==> src/rtl/square_colour_ctrl.sv <==
// Colour controller for the OLED squares: debounced buttons, a mode FSM driven by SW[15:13],
// a cursor selecting one square and per-square colour registers packed onto colour_bus.
module square_colour_ctrl #(
  parameter int NUM_SQUARES     = 4,
  parameter int DEBOUNCE_CYCLES = 200000,
  parameter int AUTO_PERIOD     = 100000000,
  parameter int INIT_COLOUR     = 0
) (
  input  logic                     clk,
  input  logic                     rst_n,
  input  logic                     btnL,
  input  logic                     btnR,
  input  logic                     btnC,
  input  logic [15:0]              SW,
  output logic [3*NUM_SQUARES-1:0] colour_bus,
  output logic [2:0]               cursor,
  output logic                     step_pulse
);

  localparam int DCNT_W = $clog2(DEBOUNCE_CYCLES);
  localparam int TMR_W  = $clog2(AUTO_PERIOD);

  localparam logic [DCNT_W-1:0] DCNT_LAST   = DCNT_W'(DEBOUNCE_CYCLES - 1);
  localparam logic [DCNT_W-1:0] DCNT_ONE    = DCNT_W'(1);
  localparam logic [TMR_W-1:0]  TMR_LAST    = TMR_W'(AUTO_PERIOD - 1);
  localparam logic [TMR_W-1:0]  TMR_ONE     = TMR_W'(1);
  localparam logic [2:0]        CUR_LAST    = 3'(NUM_SQUARES - 1);
  localparam logic [2:0]        COLOUR_INIT = 3'(INIT_COLOUR);

  localparam int BTN_L = 0;
  localparam int BTN_R = 1;
  localparam int BTN_C = 2;

  typedef enum logic [1:0] {
    ST_IDLE   = 2'd0,
    ST_MANUAL = 2'd1,
    ST_AUTO   = 2'd2
  } state_t;

  // Red -> Blue -> Yellow -> Green -> White -> Red
  function automatic logic [2:0] step_colour(input logic [2:0] c);
    return (c == 3'd4) ? 3'd0 : c + 3'd1;
  endfunction

  state_t            state_reg, state_next;
  logic              manual_en, auto_en, auto_entry;
  logic [TMR_W-1:0]  timer_reg, timer_next;
  logic              auto_tick;
  logic [2:0]        btn_raw, press;
  logic              press_l, press_r, press_c;
  logic [2:0]        cursor_reg, cursor_next;
  logic [NUM_SQUARES-1:0] sq_changed;
  logic              step_pulse_reg;
  logic              sw_unused;

  assign sw_unused = ^SW[12:0];

  // ---------------------------------------------------------------- buttons
  assign btn_raw = {btnC, btnR, btnL};

  for (genvar gi = 0; gi < 3; gi++) begin : g_btn
    logic              s1_reg, s2_reg, deb_reg, deb_d_reg;
    logic [DCNT_W-1:0] cnt_reg;

    always_ff @(posedge clk) begin
      if (!rst_n) begin
        s1_reg    <= 1'b0;
        s2_reg    <= 1'b0;
        deb_reg   <= 1'b0;
        deb_d_reg <= 1'b0;
        cnt_reg   <= '0;
      end else begin
        s1_reg    <= btn_raw[gi];
        s2_reg    <= s1_reg;
        deb_d_reg <= deb_reg;
        // Any agreement restarts the run, so bounces shorter than the window are ignored.
        if (s2_reg == deb_reg) begin
          cnt_reg <= '0;
        end else if (cnt_reg == DCNT_LAST) begin
          deb_reg <= ~deb_reg;
          cnt_reg <= '0;
        end else begin
          cnt_reg <= cnt_reg + DCNT_ONE;
        end
      end
    end

    assign press[gi] = deb_reg & ~deb_d_reg;
  end

  // ---------------------------------------------------------------- mode FSM
  always_ff @(posedge clk) begin
    if (!rst_n) begin
      state_reg <= ST_IDLE;
    end else begin
      state_reg <= state_next;
    end
  end

  always_comb begin
    case (SW[15:13])
      3'b001:  state_next = ST_MANUAL;
      3'b010:  state_next = ST_AUTO;
      default: state_next = ST_IDLE;
    endcase
  end

  always_comb begin
    manual_en  = (state_reg == ST_MANUAL);
    auto_en    = (state_reg == ST_AUTO);
    auto_entry = (state_next == ST_AUTO) && (state_reg != ST_AUTO);
  end

  // ---------------------------------------------------------------- auto timer
  always_comb begin
    auto_tick  = auto_en && (timer_reg == TMR_LAST);
    timer_next = timer_reg;
    if (auto_entry || auto_tick) begin
      timer_next = '0;
    end else if (auto_en) begin
      timer_next = timer_reg + TMR_ONE;
    end
  end

  always_ff @(posedge clk) begin
    if (!rst_n) begin
      timer_reg <= '0;
    end else begin
      timer_reg <= timer_next;
    end
  end

  // ---------------------------------------------------------------- cursor
  always_comb begin
    press_l     = manual_en & press[BTN_L];
    press_r     = manual_en & press[BTN_R];
    press_c     = manual_en & press[BTN_C];
    cursor_next = cursor_reg;
    if (press_l && !press_r) begin
      cursor_next = (cursor_reg == 3'd0) ? CUR_LAST : cursor_reg - 3'd1;
    end else if (press_r && !press_l) begin
      cursor_next = (cursor_reg == CUR_LAST) ? 3'd0 : cursor_reg + 3'd1;
    end
  end

  always_ff @(posedge clk) begin
    if (!rst_n) begin
      cursor_reg <= 3'd0;
    end else begin
      cursor_reg <= cursor_next;
    end
  end

  // ---------------------------------------------------------------- squares
  for (genvar gi = 0; gi < NUM_SQUARES; gi++) begin : g_sq
    logic [2:0] col_reg, col_next;

    // The manual step compares against cursor_reg, i.e. the pre-move cursor.
    always_comb begin
      col_next = col_reg;
      if (auto_tick || (press_c && (cursor_reg == 3'(gi)))) begin
        col_next = step_colour(col_reg);
      end
    end

    always_ff @(posedge clk) begin
      if (!rst_n) begin
        col_reg <= COLOUR_INIT;
      end else begin
        col_reg <= col_next;
      end
    end

    assign colour_bus[3*gi +: 3] = col_reg;
    assign sq_changed[gi]        = (col_next != col_reg);
  end

  always_ff @(posedge clk) begin
    if (!rst_n) begin
      step_pulse_reg <= 1'b0;
    end else begin
      step_pulse_reg <= |sq_changed;
    end
  end

  assign cursor     = cursor_reg;
  assign step_pulse = step_pulse_reg;

endmodule

==> config.mk <==
export PLATFORM = sky130hd
export DESIGN_NAME = square_colour_ctrl
export DESIGN_NICKNAME = d
export VERILOG_FILES = /design/src/rtl/square_colour_ctrl.sv
export SDC_FILE = /design/constraint.sdc
export NUM_CORES = 1
export LEC_CHECK = 0
export BUFFER_PORTS_ARGS = -buffer_cell sky130_fd_sc_hd__buf_2
export CELL_PAD_IN_SITES_DETAIL_PLACEMENT = 0
export CELL_PAD_IN_SITES_GLOBAL_PLACEMENT = 1
export CORE_MARGIN = 1.5
export CORE_UTILIZATION = 45
export DETAILED_ROUTE_END_ITERATION = 6
export GPL_ROUTABILITY_DRIVEN = 0
export PLACE_DENSITY_LB_ADDON = 0.1
export SLEW_MARGIN = 20
export SYNTH_ARGS = -nofsm -noshare
export SYNTH_HDL_FRONTEND = slang
export SYNTH_SLANG_ARGS = --single-unit
==> constraint.sdc <==
create_clock -name clk -period 2.7 [get_ports clk]
set_input_delay 0.135 -clock clk [delete_from_list [all_inputs] [get_ports clk]]
set_output_delay 0.135 -clock clk [all_outputs]
set_load 0.02 [all_outputs]
After elaboration in Yosys (flattened, before gate mapping)
Cells that the tools add are included.
{"block": "classes", "addsub": 10, "multipliers": 0, "div_mod_pow": 0, "magnitude_cmp": 0, "eq_ne": 24, "n_shift": 0, "muxes": 13, "bitwise": 16, "reduce_logical": 25}
{"cell": "$add A18 B1 Y18 const B", "n": 3}
{"cell": "$eq A18 B18 Y1 const B", "n": 3}
{"cell": "$mux W3", "n": 12}
{"cell": "$add A27 B1 Y27 const B", "n": 1}
{"cell": "$eq A27 B27 Y1 const B", "n": 1}
{"cell": "$add A3 B1 Y3 const B", "n": 5}
{"cell": "$eq A3 B3 Y1 const B", "n": 4}
{"cell": "$ne A3 B3 Y1", "n": 4}
{"cell": "$not A1 Y1", "n": 10}
{"cell": "$eq A3 B2 Y1 const B", "n": 3}
{"cell": "$reduce_or A3 Y1", "n": 3}
{"cell": "$logic_and A1 B1 Y1", "n": 8}
{"cell": "$and A1 B1 Y1", "n": 6}
{"cell": "$eq A3 B1 Y1 const B", "n": 2}
{"cell": "$reduce_and A2 Y1", "n": 3}
{"cell": "$logic_or A1 B1 Y1", "n": 5}
{"cell": "$eq A2 B2 Y1 const B", "n": 2}
{"cell": "$pmux W2 S2", "n": 1}
{"cell": "$reduce_or A4 Y1", "n": 1}
{"cell": "$eq A1 B1 Y1", "n": 3}
{"cell": "$logic_not A3 Y1", "n": 1}
{"cell": "$sub A3 B1 Y3 const B", "n": 1}
{"cell": "$eq A2 B1 Y1 const B", "n": 1}
{"cell": "$logic_not A1 Y1", "n": 2}
{"cell": "other kinds (3)", "n": 3}
{"block": "word_totals", "ff_bits": 111, "latch_bits": 0, "ramBits": 0, "mem_bits_ro": 0, "output_inout_bits": 16, "wordCells": 111, "memories": 0}

Depth between registers and ports, before layout
{"block": "depth", "word_depth": 8, "mapped_depth": 7, "mapped_depth_nobuf": 6}

Worst setup path before layout
No wires, ideal clock.
{"block": "synth_timing", "kind": "register to register", "from": "reg timer_reg[10]", "to": "reg g_sq[0].col_reg[2]", "arrival_ps": 1803, "required_time_ps": 2578, "setup_slack_ps": 775, "path_stages_with_launch": 7, "n_path_buf": 1, "synth_period_minus_slack_ps": 1925, "path_cell_list": "dfxtp_1 -> or4_1 -> nor4_2 -> nand4_1 -> buf_6 -> and4_4 -> a221o_1"}
{"block": "synth_between", "elab_chain_cells": 4}
{"element": "start: declaration", "line": "47", "text": "logic [TMR_W-1:0] timer_reg, timer_next;"}
{"element": "start signal: assignment", "line": "129", "text": "timer_reg <= timer_next;"}
{"element": "$eq A27 B27 Y1", "line": "116", "text": "auto_tick = auto_en && (timer_reg == TMR_LAST);"}
{"element": "$logic_and A1 B1 Y1", "line": "116"}
{"element": "$logic_or A1 B1 Y1", "line": "161", "text": "if (auto_tick || (press_c && (cursor_reg == 3'(gi)))) begin"}
{"element": "$mux W3", "line": "161"}
{"element": "end signal: assignment", "line": "170", "text": "col_reg <= col_next;"}
{"element": "end: declaration", "line": "156", "text": "logic [2:0] col_reg, col_next;"}
No other way between the ends.
A chain may end at the register's enable or synchronous reset.

Final worst setup path
{"block": "layout_timing", "from": "reg g_btn[0].cnt_reg[2]", "to": "reg g_btn[0].cnt_reg[5]"}
{"block": "layout_between", "elab_chain_cells": 2}
{"element": "start: declaration", "line": "63", "text": "logic [DCNT_W-1:0] cnt_reg;"}
{"element": "start signal: assignment", "line": "83", "text": "cnt_reg <= cnt_reg + DCNT_ONE;"}
{"element": "branches (longest 2 deep; another with $add A18 B1 Y18)"}
Several ways; the timed one is not identified.

==> summary.md <==
| Metric | Value |
|---|---|
| Run status | `finished clean` |
| Via count | `3711` |
| Total length of routed wires | `8690 um` |
| Crit. End Element | `flip-flop` |
| Largest net degree at the start of global routing | `40` |
| Diode count | `0` |
| Via density | `5.05` |
| Register area | `0.00222 sq mm` |
| GRT Total Usage | `16.1%` |
| Sequential share of the synthesized area | `44.5%` |
| Data required, critical path | `2.97 ns` |
| CTS tree | `yes` |
| CORE AREA | `0.0108 sq mm` |
| Worst clock skew | `0.0115 ns` |
| Worst-margin pin slew | `0.615 ns` |
| Post CTS Setup Buffer Count | `0` |
| Combinational share of power | `2.0%` |
| Synth top area cells | `dfxtp_1, xor2_1, nor2_1` |
| CP Data Arrival Time | `2.39 ns` |
| Cells on worst reg2reg path | `6` |
| CTS H-tree depth | `3` |
| Placed cell areas | `0.00526 sq mm` |
| Share of total power in the clock network | `35.5%` |
| Reg-to-reg endpoint | `g_btn[0].cnt_reg[5]` |
| Cell area after synthesis | `0.00499 sq mm` |
| Mean Syn Cell Area | `8.94 sq um` |
| Drt drc | `0` |
| Initial DRC Count | `157` |
| Core Rows | `38` |
| First-pass GRT wire length | `15100 um` |
| Register bit total from synthesis | `111` |
| Post-CTS resize count | `0` |
| R2r startpoint | `g_btn[0].cnt_reg[2]` |
| Setup TNS | `0 ns` |
| Final core occ | `50.8%` |
| Largest register FFs | `54` |
| Grt total ovfl | `0` |
| Die W | `108 um` |
| Final setup viols | `0` |
| I/O pins | `37` |
| Synth cell types | `47` |
| Ys async rst share | `0%` |
| Worst setup path class | `flip-flop to flip-flop` |
| Number of synthesized flops with an enable pin | `0` |
| Peak Freq | `472 MHz` |
| Seq pwr share | `62.5%` |
| Static Leakage | `2.03 nW` |
| Sw power | `0.000605 W` |
| Hold depth | `3` |
| Vias in the first global route | `3404` |
| Area leader, netlist | `dfxtp_1` |
| Tmin final | `2.12 ns` |
| Hold endpoint | `state_reg[1]` |
| Power per cell area | `479 mW/mm^2` |
| Main synth FF type | `dfxtp_1` |
| Nets | `629` |
| Mapped Cells | `558` |
| CTS Buf Count | `9` |
| Cell area after layout | `0.00550 sq mm` |
| Yosys top cell area share | `44.5%` |
| Syn_nets | `597` |
| Multi-input gate area | `0.00263 sq mm` |
| P_int | `0.00203 W` |
| Clock-pin slew on the worst setup and hold paths | `0.11 ns` |
| Internal reg-to-reg setup slack | `0.58 ns` |
| WHS | `0.0767 ns` |
| CTS root buf | `clkbuf_8` |
| Hold wc startpoint | `SW[13]` |
| Initial Utilization | `46.0%` |
| Critical path peak fanout | `10` |
| Fillers | `1081` |
| Hold WC Path Type | `input pin to flip-flop` |
| DRT antenna net count | `0` |
| Port bufs | `23` |
| CTS Sinks | `111` |
| Sw frac | `22.9%` |
| Drt pass-1 iters | `4` |
| Die area | `0.0117 sq mm` |
| Final hold violation count | `0` |
| Maxcap violations | `0` |
| RSZ-0062 raised after global routing | `false` |
| YS warnings | `0` |
| Area growth, synth to finish | `10.3%` |
| Worst Setup Start Kind | `flip-flop` |
| Max-slew violation count | `0` |
| Fin crit share | `78.4%` |
| Max Root-Sink Buffers | `2` |
| Max-slew headroom | `58.7%` |
| Layout cells sized above 1 | `9.41%` |
| Maximum vdd drop | `0.333 mV` |
| Die height | `108 um` |
| Antenna violations before repair | `0` |
| Routed wire length per instance | `11.8 um` |
| Skew-Pair Late Insertion Delay | `0.38 ns` |
| DPL Wire Length | `5990 um` |
[worst max-delay path by stage]
stage	startpoint	to	slack, ns	cells past startpoint
5_1_grt	g_btn[0].cnt_reg[0]	g_btn[0].cnt_reg[17]	0.32	6
6_report	g_btn[0].cnt_reg[2]	g_btn[0].cnt_reg[5]	0.58	6
2_1_floorplan	timer_reg[10]	g_sq[0].col_reg[2]	0.77	6
4_1_cts	g_btn[0].cnt_reg[2]	g_btn[0].cnt_reg[5]	0.51	6
3_3_place_gp	g_btn[0].cnt_reg[0]	g_btn[0].cnt_reg[5]	0.57	6
3_5_place_dp	g_btn[0].cnt_reg[2]	g_btn[0].cnt_reg[5]	0.53	6
[cells in the mapped netlist, drive strengths merged (11+ instances only)]
cell type    n
dfxtp      111
mux2i       11
nand2       52
and3        14
xnor2       20
inv         19
nor2        94
nand4       25
and2        12
ha          18
nand3       38
xor2        58
[kinds of logic after synthesis]
| family | synth area share (%) |
|---|---|
| compound gates | 2.58 |
| buf+inv | 2.83 |
| fa+ha+maj | 4.51 |
| flops | 44.5 |
| simple gates | 29.6 |
| mux | 2.21 |
| xor+xnor | 13.7 |
[worst max-delay path, stage by stage, from the launching register on]
cell and delay [ns]:
dfxtp_1 0.42, and4_1 0.29, nand2_1 0.15, nor4_1 0.48, nand3b_1 0.39, buf_4 0.24
nor2_1 0.05
[layout by cell type, fill, tap and decap left out, types with 11 or more instances in the layout]
cell type and instances:
nand4_1 25, xnor2_1 20, nand3_1 38, inv_1 19, dfxtp_1 111, and3_1 13
mux2i_1 11, ha_1 18, xor2_1 58, nor2_1 94, nand2_1 52, buf_2 23
[what timing repair did]
item / in CTS / in global routing
hold endpoints to repair: 5 / 0
hold buffers: 6 / 0
endpoints found under the setup margin: 0 / 0
[metrics by stage]
stage / setup WS [ns] / std cells / power (W)
final: 0.583 / 735 / 0.00264
after global routing: 0.320 / 735 / 0.00275
after CTS: 0.514 / 735 / 0.00269
after detailed placement: 0.531 / 713 / 0.00174
after global placement: 0.565 / 713 / 0.00173
after floorplan: 0.775 / 558 / 0.00172
[power groups by stage]
stage	Clock (W)	Sequential [W]	Combinational (W)
after floorplan	0	0.00168	0.0000333
after global placement	0	0.00169	0.0000486
after detailed placement	0	0.00169	0.0000495
after CTS	0.000984	0.00165	0.0000557
after global routing	0.00103	0.00165	0.0000609
final	0.000936	0.00165	0.0000538
[per-layer routing]
layer | GRT usage (%) | share of wire (%) | up-vias
met5 | 0 | 0 | -
met4 | 6.48 | 1.5 | 0
met3 | 3.98 | 2.5 | 8
met2 | 26.5 | 47 | 32
met1 | 20.3 | 49 | 1717
li1 | - | - | 1954
[final cells by class]
cell class / count / area share [%]
inverters: 19 / 1.30
multi-input cells: 413 / 47.7
clock buffers: 11 / 2.57
clock inverters: 5 / 0.750
flip-flops and latches: 111 / 40.4
well taps: 140 / 3.18
repair buffers: 36 / 4.14
(Power assumes the default switching activity.)
